$ cat src/rtl/tcb_sub_mem.sv
// TCB subordinate: byte-enabled word memory with programmable wait states and a fixed response delay.
// Optional address error checking is built when TCB_SUB_MEM_ERR_EN is defined.
module tcb_sub_mem #(
    parameter int unsigned DLY  = 1,
    parameter int unsigned ADR  = 32,
    parameter int unsigned DAT  = 32,
    parameter int unsigned SIZ  = 256,
    parameter int unsigned WAIT = 0
) (
    input  logic             clk,
    input  logic             rst,
    input  logic             tcb_vld,
    output logic             tcb_rdy,
    input  logic             tcb_wen,
    input  logic [ADR-1:0]   tcb_adr,
    input  logic [DAT/8-1:0] tcb_ben,
    input  logic [DAT-1:0]   tcb_wdt,
    output logic [DAT-1:0]   tcb_rdt,
    output logic             tcb_sts
);

    localparam int unsigned BEN = DAT / 8;
    localparam int unsigned ALN = $clog2(BEN);
    localparam int unsigned AW  = $clog2(SIZ);
    localparam int unsigned WRD = SIZ / BEN;
    localparam int unsigned IW  = AW - ALN;
    localparam int unsigned CW  = (WAIT > 0) ? $clog2(WAIT + 1) : 1;

    logic [CW-1:0]  cnt;
    logic           trn_c;
    logic           err_c;
    logic           wr_c;
    logic [IW-1:0]  idx_c;
    logic [DAT-1:0] rsp_c;
    logic [DAT-1:0] mem  [WRD];
    logic [DAT-1:0] prdt [DLY];
    logic           psts [DLY];

    assign tcb_rdy = rst & (cnt == CW'(WAIT));
    assign trn_c   = tcb_vld & tcb_rdy;
    assign idx_c   = tcb_adr[AW-1:ALN];

`ifdef TCB_SUB_MEM_ERR_EN
    localparam int unsigned ALW = (ALN > 0) ? ALN : 1;
    localparam logic [ALW-1:0] ALN_MSK = ALW'((1 << ALN) - 1);

    // Out of range or misaligned transfers are flagged and have no side effects.
    assign err_c = (|(tcb_adr >> AW)) | (|(tcb_adr[ALW-1:0] & ALN_MSK));
`else
    assign err_c = 1'b0;
    logic unused_adr;
    assign unused_adr = ^tcb_adr;
`endif

    assign wr_c  = trn_c & tcb_wen & ~err_c;
    assign rsp_c = (tcb_wen | err_c) ? '0 : mem[idx_c];

    // Wait-state counter: restarts on every transfer and whenever vld drops.
    always_ff @(posedge clk) begin
        if (!rst) begin
            cnt <= '0;
        end else if (trn_c || !tcb_vld) begin
            cnt <= '0;
        end else if (cnt != CW'(WAIT)) begin
            cnt <= cnt + CW'(1);
        end
    end

    // Memory array is intentionally not reset so contents survive a reset.
    always_ff @(posedge clk) begin
        if (wr_c) begin
            for (int b = 0; b < int'(BEN); b++) begin
                if (tcb_ben[b]) begin
                    mem[idx_c][8*b +: 8] <= tcb_wdt[8*b +: 8];
                end
            end
        end
    end

    // Response pipeline: stage 0 captures each transfer, later stages shift freely.
    always_ff @(posedge clk) begin
        if (!rst) begin
            for (int i = 0; i < int'(DLY); i++) begin
                prdt[i] <= '0;
                psts[i] <= 1'b0;
            end
        end else begin
            prdt[0] <= trn_c ? rsp_c : '0;
            psts[0] <= trn_c & err_c;
            for (int i = 1; i < int'(DLY); i++) begin
                prdt[i] <= prdt[i-1];
                psts[i] <= psts[i-1];
            end
        end
    end

    assign tcb_rdt = prdt[DLY-1];
    assign tcb_sts = psts[DLY-1];

endmodule

$ cat config.mk
export PLATFORM = sky130hd
export DESIGN_NAME = tcb_sub_mem
export DESIGN_NICKNAME = d
export VERILOG_FILES = /design/src/rtl/tcb_sub_mem.sv
export SDC_FILE = /design/constraint.sdc
export NUM_CORES = 2
export LEC_CHECK = 0
export ABC_AREA = 1
export BUFFER_PORTS_ARGS = -buffer_cell sky130_fd_sc_hd__buf_2
export CAP_MARGIN = 10
export CORE_AREA = 3 3 545 547
export CTS_CLUSTER_SIZE = 30
export DETAILED_ROUTE_END_ITERATION = 8
export DIE_AREA = 0 0 548 550
export HOLD_SLACK_MARGIN = 0.12
export PLACE_DENSITY = 0.46
export RECOVER_POWER = 25
export SKIP_CTS_REPAIR_TIMING = 1
export SLEW_MARGIN = 20
export SYNTH_ARGS = -nofsm -noshare
export SYNTH_HDL_FRONTEND = slang
export SYNTH_SLANG_ARGS = --single-unit
$ cat constraint.sdc
create_clock -name clk -period 4.18 [get_ports clk]
set_clock_uncertainty 0.15 [all_clocks]
set_input_delay 0 -clock clk [delete_from_list [all_inputs] [get_ports clk]]
set_output_delay 0 -clock clk [all_outputs]
set_load 0.01 [all_outputs]
# After elaboration in Yosys (flattened, before gate mapping)
# Memory sizes are Yosys's and may differ from the RTL's.
# Index checks and enable logic that the tools add are counted.
word_totals:
  reg_bits: 1
  latchBits: 0
  mem_bits_rw: 2080
  mem_bits_ro: 0
  in_bits: 72
  mem_count: 2
op_classes:
  addsub: 1
  mul: 0
  n_div: 0
  n_lt_le_gt_ge: 0
  n_eq_ne: 0
  n_shift: 0
  mux: 18
  n_bitwise: 5
  reduce_logical: 4
mem_list:
  columns: ["name", "words", "word_bits", "read_ports", "rd_clocked_by_memory_dff", "write_ports", "line_no", "text"]
  rows:
  - ["mem", 64, 32, 1, 0, 1, "35", "logic [DAT-1:0] mem [WRD];"]
  - ["prdt", 1, 32, 1, 0, 1, "36", "logic [DAT-1:0] prdt [DLY];"]
ops:
  columns: ["cell", "count"]
  rows:
  - ["$mux 32", 3]
  - ["$reduce_or 32->1", 1]
  - ["$mux 1", 15]
  - ["$and 1x1->1", 3]
  - ["$reduce_or 3->1", 1]
  - ["$not 1->1", 2]
  - ["$add 1x1->1 const B", 1]
  - ["$logic_not 1->1", 1]
  - ["$logic_or 1x1->1", 1]

# Logic depth before layout (Yosys ltp)
logic_depth:
  word_depth: 6
  ltp_mapped: 14
  ltp_nobuf: 11

# Worst setup path after synthesis
# OpenSTA, ideal clock, no wires.
synth_path:
  kind: "register -> register"
  start: "register cnt"
  end: "memory mem[10][0] (enable)"
  setup_ns: 0.370
  t_arrival_ns: 1.576
  path_slack_ns: 2.084
  stages_incl_launch_ff: 7
  period_less_slack_ns: 2.096
  path_cell_list: "dfxtp_1 > nor2_1 > nand2_1 > nor2_1 > nand2_1 > clkbuf_1 > nor2_1"
synth_via:
  elab_chain_len: 6
synth_rtl:
  columns: ["item", "line_no", "text"]
  rows:
  - ["from (decl)", "29", "logic [CW-1:0] cnt;"]
  - ["from (signal assigned)", "65", "cnt <= cnt + CW'(1);"]
  - ["$not 1->1 (no source line)", null, null]
  - ["$and 1x1->1", "39", "assign tcb_rdy = rst & (cnt == CW'(WAIT));"]
  - ["net tcb_rdy", "13", "output logic tcb_rdy,"]
  - ["$and 1x1->1", "40", "assign trn_c = tcb_vld & tcb_rdy;"]
  - ["$and 1x1->1", "55", "assign wr_c = trn_c & tcb_wen & ~err_c;"]
  - ["$mux 1", "71", "if (wr_c) begin"]
  - ["$mux 1 (implied by the code)", "74", "mem[idx_c][8*b +: 8] <= tcb_wdt[8*b +: 8];"]
  - ["to (decl)", "35", null]
# The timed path passes the listed nets, and every way through them passes these cells.

# Worst setup path in the final report
layout_path:
  start: "input tcb_wdt[16]"
  end: "memory mem[41][16] (data pin)"
layout_rtl:
  columns: ["item", "line_no", "text"]
  rows:
  - ["from (decl)", "17", "input logic [DAT-1:0] tcb_wdt,"]
# Straight into the memory's write port.

==> results.cfg <==
[run_status]
status = finished, violations left
violations = capacitance limit, slew limit

[synth]
share_of_the_synthesized_area_in_compound_gates_ao_oa_aoi_oai = 0.003025
yosysWarnings = 0
synth_simple_gate_area_share = 0.2625
synth_cells = 8729
synth.cell_area_sq_um = 87680
synth.distinct_cells = 21
synth_mux_area_frac = 0
postSynthRegisterBits = 2081
synth_top_family_by_area = simple AND/OR/NAND/NOR gates
yosys.area_share.xor_xnor = 0
adder_and_majority_cell_fraction_of_the_synthesized_area = 0
seq_area_frac_synth = 0.7089
syn-mean-instance-area_sq_um = 10.04

[grt]
gr-usage-all-layers = 0.1822
via_count_of_the_first_global_routing_pass = 56520
grt.overflow.total = 0
pin_count_of_the_biggest_net_entering_global_routing = 174
antenna_found_initial = 32
grt_first_pass_wirelength_um = 405600

[floorplanning]
die_height_um = 550
floorplan.initialDensity = 0.2992
fp.dieArea_sq_um = 301400
floorplan.core_area_sq_um = 293100
floorplan.io_pins = 106
dieWidth_um = 548
placementRows = 199

[sta]
worstMarginPinSlew_ns = 3.791
slew_limit_headroom = -1.527
worst_slack_setup_final_ns = 0.5325
final-setup-viol-count = 0
timing.setup.tns_ns = 0
final_hold_viol_count = 0
final.period_utilization = 0.8726
grt_setup_unrepaired = false
fin_hold_ws_ns = 0.1202
post-route-min-period_ns = 3.648
max_clock_freq_ghz = 0.2742
timing.final.max_slew_violations = 1092

[place]
port_buffers = 78
dpl_worst_slack_ns = 0.8202
detailed_place_hpwl_um = 172500
place.detailed.instances = 12570
place.gp.congestion = 0.8195

[clock_network]
tritoncts.num_buffers = 231
clock_tree.htree_level_count = 4
ctsLongestPathBuffers = 4
worst_skew_pair.late_latency_ns = 0.92
total_number_of_clock_tree_sinks = 2081
tritoncts = yes
clkTransAtPathRegs_ns = 0.06
clockRootBuffer = sky130_fd_sc_hd__clkbuf_16

[worst_setup_path]
cp-end-kind = flip-flop
timing.setup.critical_path_class = in2reg
crit_path_start_kind = input port
reg2reg_setup_slack_ns = 0.92
crit_path_cell_trace = dlygate4sd3_1, clkbuf_1
crit_path_max_fanout = 64
worst_path_max_delay_cell = sky130_fd_sc_hd__clkbuf_1
worst_path_dominant_cell_family = buffers and inverters
worst-endpoint-arrival_ns = 3.57
max_stage_delay_ns = 2.66
cp.buffers_inverters = 2
cp.required_ns = 4.10

[job]
max_cap_viol_count = 29

[layout]
seqCellArea_sq_um = 62160
mostFrequentLayoutCells = sky130_fd_sc_hd__nand2_1, sky130_fd_sc_hd__edfxtp_1, sky130_fd_sc_hd__nor2_1
number_of_filler_instances_in_the_final_layout = 29470
instances_no_fill = 13070
area.growth.synth_to_final_pct = 15.69
nets = 9022
post_route_cells_drive_above_1_share = 0.07622
multi_input_area_sq_um = 23360
mostFrequentLayoutCell = sky130_fd_sc_hd__nand2_1

[detailed_routing]
average_wire_per_cell_in_the_routed_design_um = 21.63
ant_nets = 0
detailed_router_iteration_count_before_antenna_repair = 5
drt-total-wl_um = 282800
vias_per_cell = 4.551
drc = 0
num_vias = 59500
dr.first_iter.drc_count = 5134

[worst_hold_path]
hold_path_class = in2reg

[power_and_ir_drop]
vdd_ir_drop_max_uv = 350.5
cellPowerDensity_nw_per_um2 = 448.2
p_leak_nw = 41.35
-- path summary, 6_finish.rpt --
| path | endpoint | startpoint | depth (start not counted) |
|---|---|---|---|
| worst min register to register | prdt[0][9] | mem[61][9] | 10 |
| worst min-delay path | mem[16][26] | rst | 8 |
| worst max-delay path | mem[41][16] | tcb_wdt[16] | 2 |
| worst max register to register | mem[27][5] | cnt | 6 |
-- area by class of cell --
| type | instances | share of cell area |
|---|---|---|
| Sequential cell | 2081 | 0.6128 |
| Multi-Input combinational cell | 6170 | 0.2303 |
| Clock buffer | 280 | 0.06020 |
| Tap cell | 3919 | 0.04834 |
| Timing Repair Buffer | 443 | 0.03484 |
| Clock inverter | 135 | 0.01184 |
| Inverter | 23 | 0.001159 |
| Antenna cell | 23 | 0.0005674 |
-- sequential cells by signal, indices dropped and copies added (netlist names) --
signal  count
mem      2048
prdt       32
cnt         1
-- metrics by stage --
| step | area [sq um] | total power [mW] | utilization |
|---|---|---|---|
| 2_1_floorplan | 87680 | 24.77 | - |
| 3_3_place_gp | 93430 | 25.96 | 0.3188 |
| 3_5_place_dp | 93450 | 25.97 | 0.3189 |
| 4_1_cts | 100800 | 45.91 | 0.3438 |
| 5_1_grt | 101400 | 47.05 | 0.3461 |
| 6_report | 101400 | 45.46 | 0.3461 |
-- kinds of logic after synthesis --
| group | after synthesis |
|---|---|
| and+or+nand+nor | 6119 |
| DFF | 2081 |
| buffers and inverters | 479 |
| AOI/OAI and AO/OA | 49 |
| other | 1 |
-- metal layers --
layer | GRT usage | routed length [um] | vias to the layer above
li1 | - | - | 28620
met1 | 0.2491 | 125600 | 29030
met2 | 0.2987 | 132800 | 1437
met3 | 0.02934 | 15710 | 399
met4 | 0.05301 | 8654 | 8
met5 | 0 | 48 | -
-- synth_stat cells, drive strengths merged --
cell	count	area, sq um
inv	23	88.84
edfxtp	2048	61500
o211ai	8	60.06
o21ai	9	45.04
nand2	5762	21630
or2	3	18.77
nand3	4	20.02
dfxtp	33	660.6
nor2	342	1306
a21oi	32	160.2
nor3	8	40.04
buf	315	1620
clkbuf	141	529.3
conb	1	3.750
-- report_power, final --
| group | total [mW] | switching [mW] | internal [mW] | leakage, nW |
|---|---|---|---|---|
| Clock | 19.9 | 8.40 | 11.5 | 3.59 |
| Sequential | 22.9 | 0.00733 | 22.9 | 18.7 |
| Combinational | 2.63 | 2.02 | 0.605 | 19.1 |
| Total | 45.5 | 10.4 | 35.0 | 41.4 |
Power figures use the tool's default switching activity.
